==> src/rtl/bcd2bin.sv <==
// Sequential BCD-to-binary converter (reverse double dabble).
// Shifts the BCD digits right into a binary accumulator, one bit per CONV cycle.
module bcd2bin #(
  parameter int unsigned NDIG = 3,
  parameter int unsigned NBIN = 10
) (
  input  logic              clk,
  input  logic              rst_n,
  input  logic              start,
  input  logic [4*NDIG-1:0] bcd,
  output logic [NBIN-1:0]   bin,
  output logic              busy,
  output logic              done,
  output logic              err
);

  localparam int unsigned DW   = 4 * NDIG;
  localparam int unsigned SW   = DW + NBIN;
  localparam int unsigned CW   = 4;
  localparam int unsigned LAST = NBIN - 1;

  typedef enum logic [1:0] {
    IDLE = 2'd0,
    CONV = 2'd1,
    DONE = 2'd2
  } state_t;

  state_t          state;
  state_t          state_nx;
  logic [SW-1:0]   sr;
  logic [SW-1:0]   sr_step;
  logic [CW-1:0]   cnt;
  logic            bad;
  logic            last;

  assign last = (cnt == CW'(LAST));

  // Any digit above 9 on the input bus makes the request invalid
  always_comb begin
    bad = 1'b0;
    for (int d = 0; d < int'(NDIG); d++) begin
      if (bcd[4*d +: 4] > 4'd9) bad = 1'b1;
    end
  end

  // One conversion step: shift right, then correct every digit field >= 8
  always_comb begin
    sr_step = sr >> 1;
    for (int d = 0; d < int'(NDIG); d++) begin
      if (sr_step[NBIN + 4*d +: 4] >= 4'd8)
        sr_step[NBIN + 4*d +: 4] = sr_step[NBIN + 4*d +: 4] - 4'd3;
    end
  end

  always_ff @(posedge clk) begin
    if (!rst_n) state <= IDLE;
    else        state <= state_nx;
  end

  always_comb begin
    state_nx = state;
    case (state)
      IDLE:    if (start) state_nx = bad ? DONE : CONV;
      CONV:    if (last)  state_nx = DONE;
      DONE:    state_nx = IDLE;
      default: state_nx = IDLE;
    endcase
  end

  // Datapath and registered status outputs
  always_ff @(posedge clk) begin
    if (!rst_n) begin
      sr   <= '0;
      cnt  <= '0;
      bin  <= '0;
      err  <= 1'b0;
      busy <= 1'b0;
      done <= 1'b0;
    end else begin
      busy <= (state_nx == CONV);
      done <= (state_nx == DONE);
      case (state)
        IDLE: begin
          if (start) begin
            sr  <= {bcd, NBIN'(0)};
            cnt <= '0;
            err <= bad;
            if (bad) bin <= '0;
          end
        end
        CONV: begin
          sr  <= sr_step;
          cnt <= cnt + CW'(1);
          if (last) bin <= sr_step[NBIN-1:0];
        end
        default: ;
      endcase
    end
  end

endmodule

==> config.mk <==
export PLATFORM = sky130hd
export DESIGN_NAME = bcd2bin
export DESIGN_NICKNAME = d
export VERILOG_FILES = /design/src/rtl/bcd2bin.sv
export SDC_FILE = /design/constraint.sdc
export NUM_CORES = 1
export LEC_CHECK = 0
export BUFFER_PORTS_ARGS = -buffer_cell sky130_fd_sc_hd__buf_2
export CAP_MARGIN = 0
export CORE_ASPECT_RATIO = 0.75
export CORE_MARGIN = 5
export CORE_UTILIZATION = 54
export CTS_CLUSTER_SIZE = 8
export DETAILED_ROUTE_END_ITERATION = 8
export GPL_TIMING_DRIVEN = 0
export PLACE_DENSITY_LB_ADDON = 0.12
export SYNTH_ARGS = -nofsm -noshare
export SYNTH_HDL_FRONTEND = slang
export SYNTH_SLANG_ARGS = --single-unit
export TNS_END_PERCENT = 50
==> constraint.sdc <==
create_clock -name clk -period 1.9 [get_ports clk]
set_input_delay 0.095 -clock clk [delete_from_list [all_inputs] [get_ports clk]]
set_output_delay 0.095 -clock clk [all_outputs]
set_load 0.005 [all_outputs]
Word level (Yosys, flattened, before mapping)

Cells that the tools add are included.

Register bits: 41
Input bits: 15
Output and inout bits: 13
Word-level logic and storage cells: 47

Add/subtract/negate cells: 4
$lt $le $gt $ge: 6
Eq/ne operators: 7
Mux-type cells: 18
Reductions and logical operators: 5

Operators with widths:

| cell                                                                  | count |
|---|---|
| 22-bit case mux with 2 select lines                                   | 1 |
| 10-bit 2-to-1 mux                                                     | 3 |
| 22-bit 2-to-1 mux                                                     | 1 |
| 10-bit case mux with 2 select lines                                   | 1 |
| 4-bit 2-to-1 mux                                                      | 4 |
| 4-bit > comparator, second input constant                             | 3 |
| 4-bit >= comparator, second input constant                            | 2 |
| 4-bit case mux with 2 select lines                                    | 1 |
| 4-bit by 2-bit subtractor with 4-bit output, second input constant    | 2 |
| 2-bit 2-to-1 mux                                                      | 3 |
| 2-bit != test, second input constant                                  | 3 |
| 4-bit by 1-bit adder with 4-bit output, second input constant         | 1 |
| 2-bit by 1-bit equality test with 1-bit output, second input constant | 2 |
| 4-bit equality test, second input constant                            | 1 |
| 3-bit by 4-bit >= comparator with 1-bit output, second input constant | 1 |
| 2-bit case mux with 2 select lines                                    | 1 |
| 2-bit AND reduction                                                   | 2 |
| 4-bit AND reduction                                                   | 1 |
| 3-bit by 2-bit subtractor with 4-bit output, second input constant    | 1 |
| 1-bit 2-to-1 mux                                                      | 3 |
| 2-bit equality test, second input constant                            | 1 |
| 2-bit zero test                                                       | 1 |
| 2-bit nonzero test                                                    | 1 |

Logic depth before layout (Yosys ltp)

Depth in word-level cells: 8
Gate-level depth with buffers: 7
Gate-level depth less buffers: 6

Worst setup path after synthesis

No wires, ideal clock.

Path type: register to register
Start: register cnt[1]
End: register bin[0]
Library setup time: 72 ps
Arrival: 1243 ps
Data required time: 1828 ps
Path slack: 586 ps
Cell stages (with the launch flop): 8
Buffers on the path: 1
Clock period less this slack: 1314 ps
Path through: dfxtp_1 inv_1 ha_1 nand3b_1 o22ai_1 nor2_1 buf_6 mux2i_1

Word-level cells in the longest chain between the ends: 3

RTL lines:

| element                       | RTL line | RTL |
|---|---|---|
| start, declared               | 32       | `logic [CW-1:0] cnt;` |
| start signal, assigned        | 93       | `cnt <= cnt + CW'(1);` |
| 4-bit equality test           | 36       | `assign last = (cnt == CW'(LAST));` |
| 2-bit != test (no line)       | --       |  |
| 4-bit AND reduction (no line) | --       |  |
| end signal, assigned          | 94       | `if (last) bin <= sr_step[NBIN-1:0];` |
| end, declared                 | 11       | `output logic [NBIN-1:0] bin,` |

No other way between the ends.
A chain may end at the register's enable or synchronous reset.

Worst setup path in the final report

Start: register state[0]
End: register cnt[1]

Word-level cells in the longest chain between the ends: 3
Elaborated cells between the ends (all ways): 6
Those cells by class: eq/ne (2); mux (1); reduce/logical (3)

RTL lines:

| element                                                                           | RTL line | RTL |
|---|---|---|
| start, declared                                                                   | 28       | `state_t state;` |
| start signal, assigned                                                            | 57       | `else state <= state_nx;` |
| 2-bit by 1-bit equality test with 1-bit output or 2-bit zero test (tied branches) | 82       | `case (state)` |
| 2-bit nonzero test (no line) or 2-bit != test (tied branches)                     | --       |  |
| 2-bit AND reduction (no line)                                                     | --       |  |

Several ways; a longest one is shown, not always the timed one.

==> flow_summary.toml <==
[die]
die_w_um = 77.7
io_pins = 28
dieArea_um2 = 4720
die_height_um = 60.8
rows = 18
start_util_pct = 56.4
core_area_um2 = 3290

[sta]
setup_viol = 0
hold_viol = 0
fin_setup_tns_ns = 0
min_period_ns = 1.64
slew_headroom_pct = 61.8
skew_ns = 0.00622
worst_pin_slew_ns = 0.571
max_freq_mhz = 610
timing.final.crit_share_pct = 86.3
rsz0062_at_grt = "no"
finalMaxSlewViolations = 0

[place]
placed_area_um2 = 2040
place_hpwl_mm = 3.12
port_buffers = 27
place_congestion = 0.902

[clock_tree]
cts-root-buf = "clkbuf_8"
cts_tree = "built"
numCtsBuffers = 5
cts_resized = 0
clock_sinks = 40
clk-insertion-delay-late_ns = 0.29
clock_tree.buffer_depth = 2
cts.clk_slew.worst_paths_ns = 0.08
htree_num_levels = 2
cts_setup_buffers = 0
ctsHoldBuffers = 0

[detailed_routing]
via_per_inst = 5.51
drc_errors = 0
wl_per_cell_um = 15.1
wl_mm = 4.22
drt_iter0_drc = 108
vias = 1544
dr.pass1.iters = 5
ant_nets = 0

[setup_path]
startpoint_type = "register"
critical_path_class = "register to register"
endpoint_kind = "register"
r2r_cells = 5
crit_fanout = 10
r2r-start = "state[0]"
crit_arrival_ns = 1.83
worstPathRequired_ns = 2.09
worstReg2RegEnd = "cnt[1]"
rrSetupSlack_ns = 0.26

[synth]
synth-edff-count = 0
ys_async_sr_fraction_pct = 0
yosysSeqAreaShare_pct = 43.2
ys_seq_elements = 40
synthFlopType = "dfxtp_1"
syn_area_um2 = 1850
syn_nets = 226
avgSynthCellArea_um2 = 9.05
synthCells = 205
yosysUniqueCellTypes = 30
yosysWarnings = 0

[global_routing]
grt_pass1_vias = 1514
grt_max_degree = 14
grt-ovfl-total = 0
grtUsageTotal_pct = 19.5
grt_pass1_wl_mm = 7.15
antenna_found_initial = 0

[hold_path]
worstHoldStart = "bcd[11]"
worstHoldPathCells = 3
hold_path.class = "input pin to register"
hold-path-endpoint = "sr[21]"

[final_layout]
area_growth_pct = 16.0
nets = 260
fillers = 282
drive_above_1_share_pct = 20.4
post-route-cell-area_um2 = 2150
antennaDiodeCount = 0
final_common_cell = "dfxtp_1"
most-common-layout-cells = "dfxtp_1 (40), buf_2 (32), nand2_1 (30), nor2b_1 (20), a22oi_1 (12)"

[flow_run]
max-cap-violations = 0

[power_and_ir_drop]
peakVddDrop_mv = 0.673
finalPower_mw = 1.83
p_leak_nw = 0.927
power_density_nw_per_um2 = 852

[run_status]
status = "complete, no violations"
## per-layer routing
layer | global-route usage [%] | wire, um | up-vias
li1 | - | - | 774
met1 | 26.2 | 2020 | 729
met2 | 30.9 | 1930 | 36
met3 | 4.90 | 222 | 5
met4 | 6.86 | 41 | 0
met5 | 0 | 0 | -
## report_power, final
group	leakage (nW)	internal, mW	switching [mW]
Clock	0.0541	0.388	0.299
Sequential	0.325	0.871	0.0335
Combinational	0.548	0.107	0.133
## worst max-delay path, cell delays in order (launching register included)
cell and delay, ns:
dfxtp_1 0.40, buf_2 0.24, nor2_1 0.07, nor2_1 0.45
o22ai_1 0.17, and2_1 0.20
## cell families after synthesis
family                     after synthesis  synth area share (%)
and+or+nand+nor                         77                  21.6
AOI/OAI and AO/OA                       49                  18.8
buffers and inverters                   18                  4.59
DFF                                     40                  43.2
xor gates and xnor gates                 4                  1.89
muxes                                   11                  5.94
adders and majority gates                6                  4.05
## synth_stat cells (4+ instances only)
cell type | n | share of area [%]
and2_1 | 7 | 2.4
a22oi_1 | 12 | 4.9
mux2i_1 | 11 | 5.9
inv_1 | 5 | 1.0
dfxtp_1 | 40 | 43
ha_1 | 6 | 4.0
o211ai_1 | 4 | 1.6
nand2_1 | 30 | 6.1
o221a_2 | 5 | 3.0
clkbuf_1 | 6 | 1.2
o21ai_0 | 7 | 1.9
a21boi_0 | 5 | 2.0
nor2b_1 | 20 | 6.7
nor2_1 | 8 | 1.6
a21oi_1 | 11 | 3.0
buf_2 | 5 | 1.3
## state kept, by name (all words and copies together), names as in the netlist
| name | flops |
|---|---|
| state | 2 |
| cnt | 4 |
| sr | 21 |
| bin | 10 |
| busy | 1 |
| done | 1 |
| err | 1 |
## final cells by class
cell class              count  area (um2)  area share [%]
inverters                   5        18.8           0.873
repair buffers             27         135            6.28
clock inverters             3        42.5            1.98
plain buffers              13        66.3            3.08
clock buffers               5        68.8            3.20
well taps                  40        50.0            2.33
flip-flops and latches     40         801            37.2
multi-input cells         147         968            45.0
## stage by stage
stage	utilization [%]	setup slack, ns	hold WS [ns]	cells
final	65.4	0.260	0.106	280
after floorplan	-	0.586	0.278	205
after CTS	65.4	0.299	0.0964	280
after detailed placement	62.0	0.323	0.392	272
after global routing	65.4	0.178	0.129	280
after global placement	62.0	0.387	0.387	272
## worst max path at each step
| stage | startpoint | endpoint | slack [ns] | cells past startpoint |
|---|---|---|---|---|
| detailed placement | state[0] | cnt[1] | 0.32 | 5 |
| global placement | state[0] | cnt[1] | 0.39 | 5 |
| floorplan | cnt[1] | bin[0] | 0.59 | 7 |
| finish | state[0] | cnt[1] | 0.26 | 5 |
| CTS | state[0] | cnt[1] | 0.30 | 5 |
| global route | state[0] | busy | 0.18 | 4 |
Power figures use the tool's default switching activity.
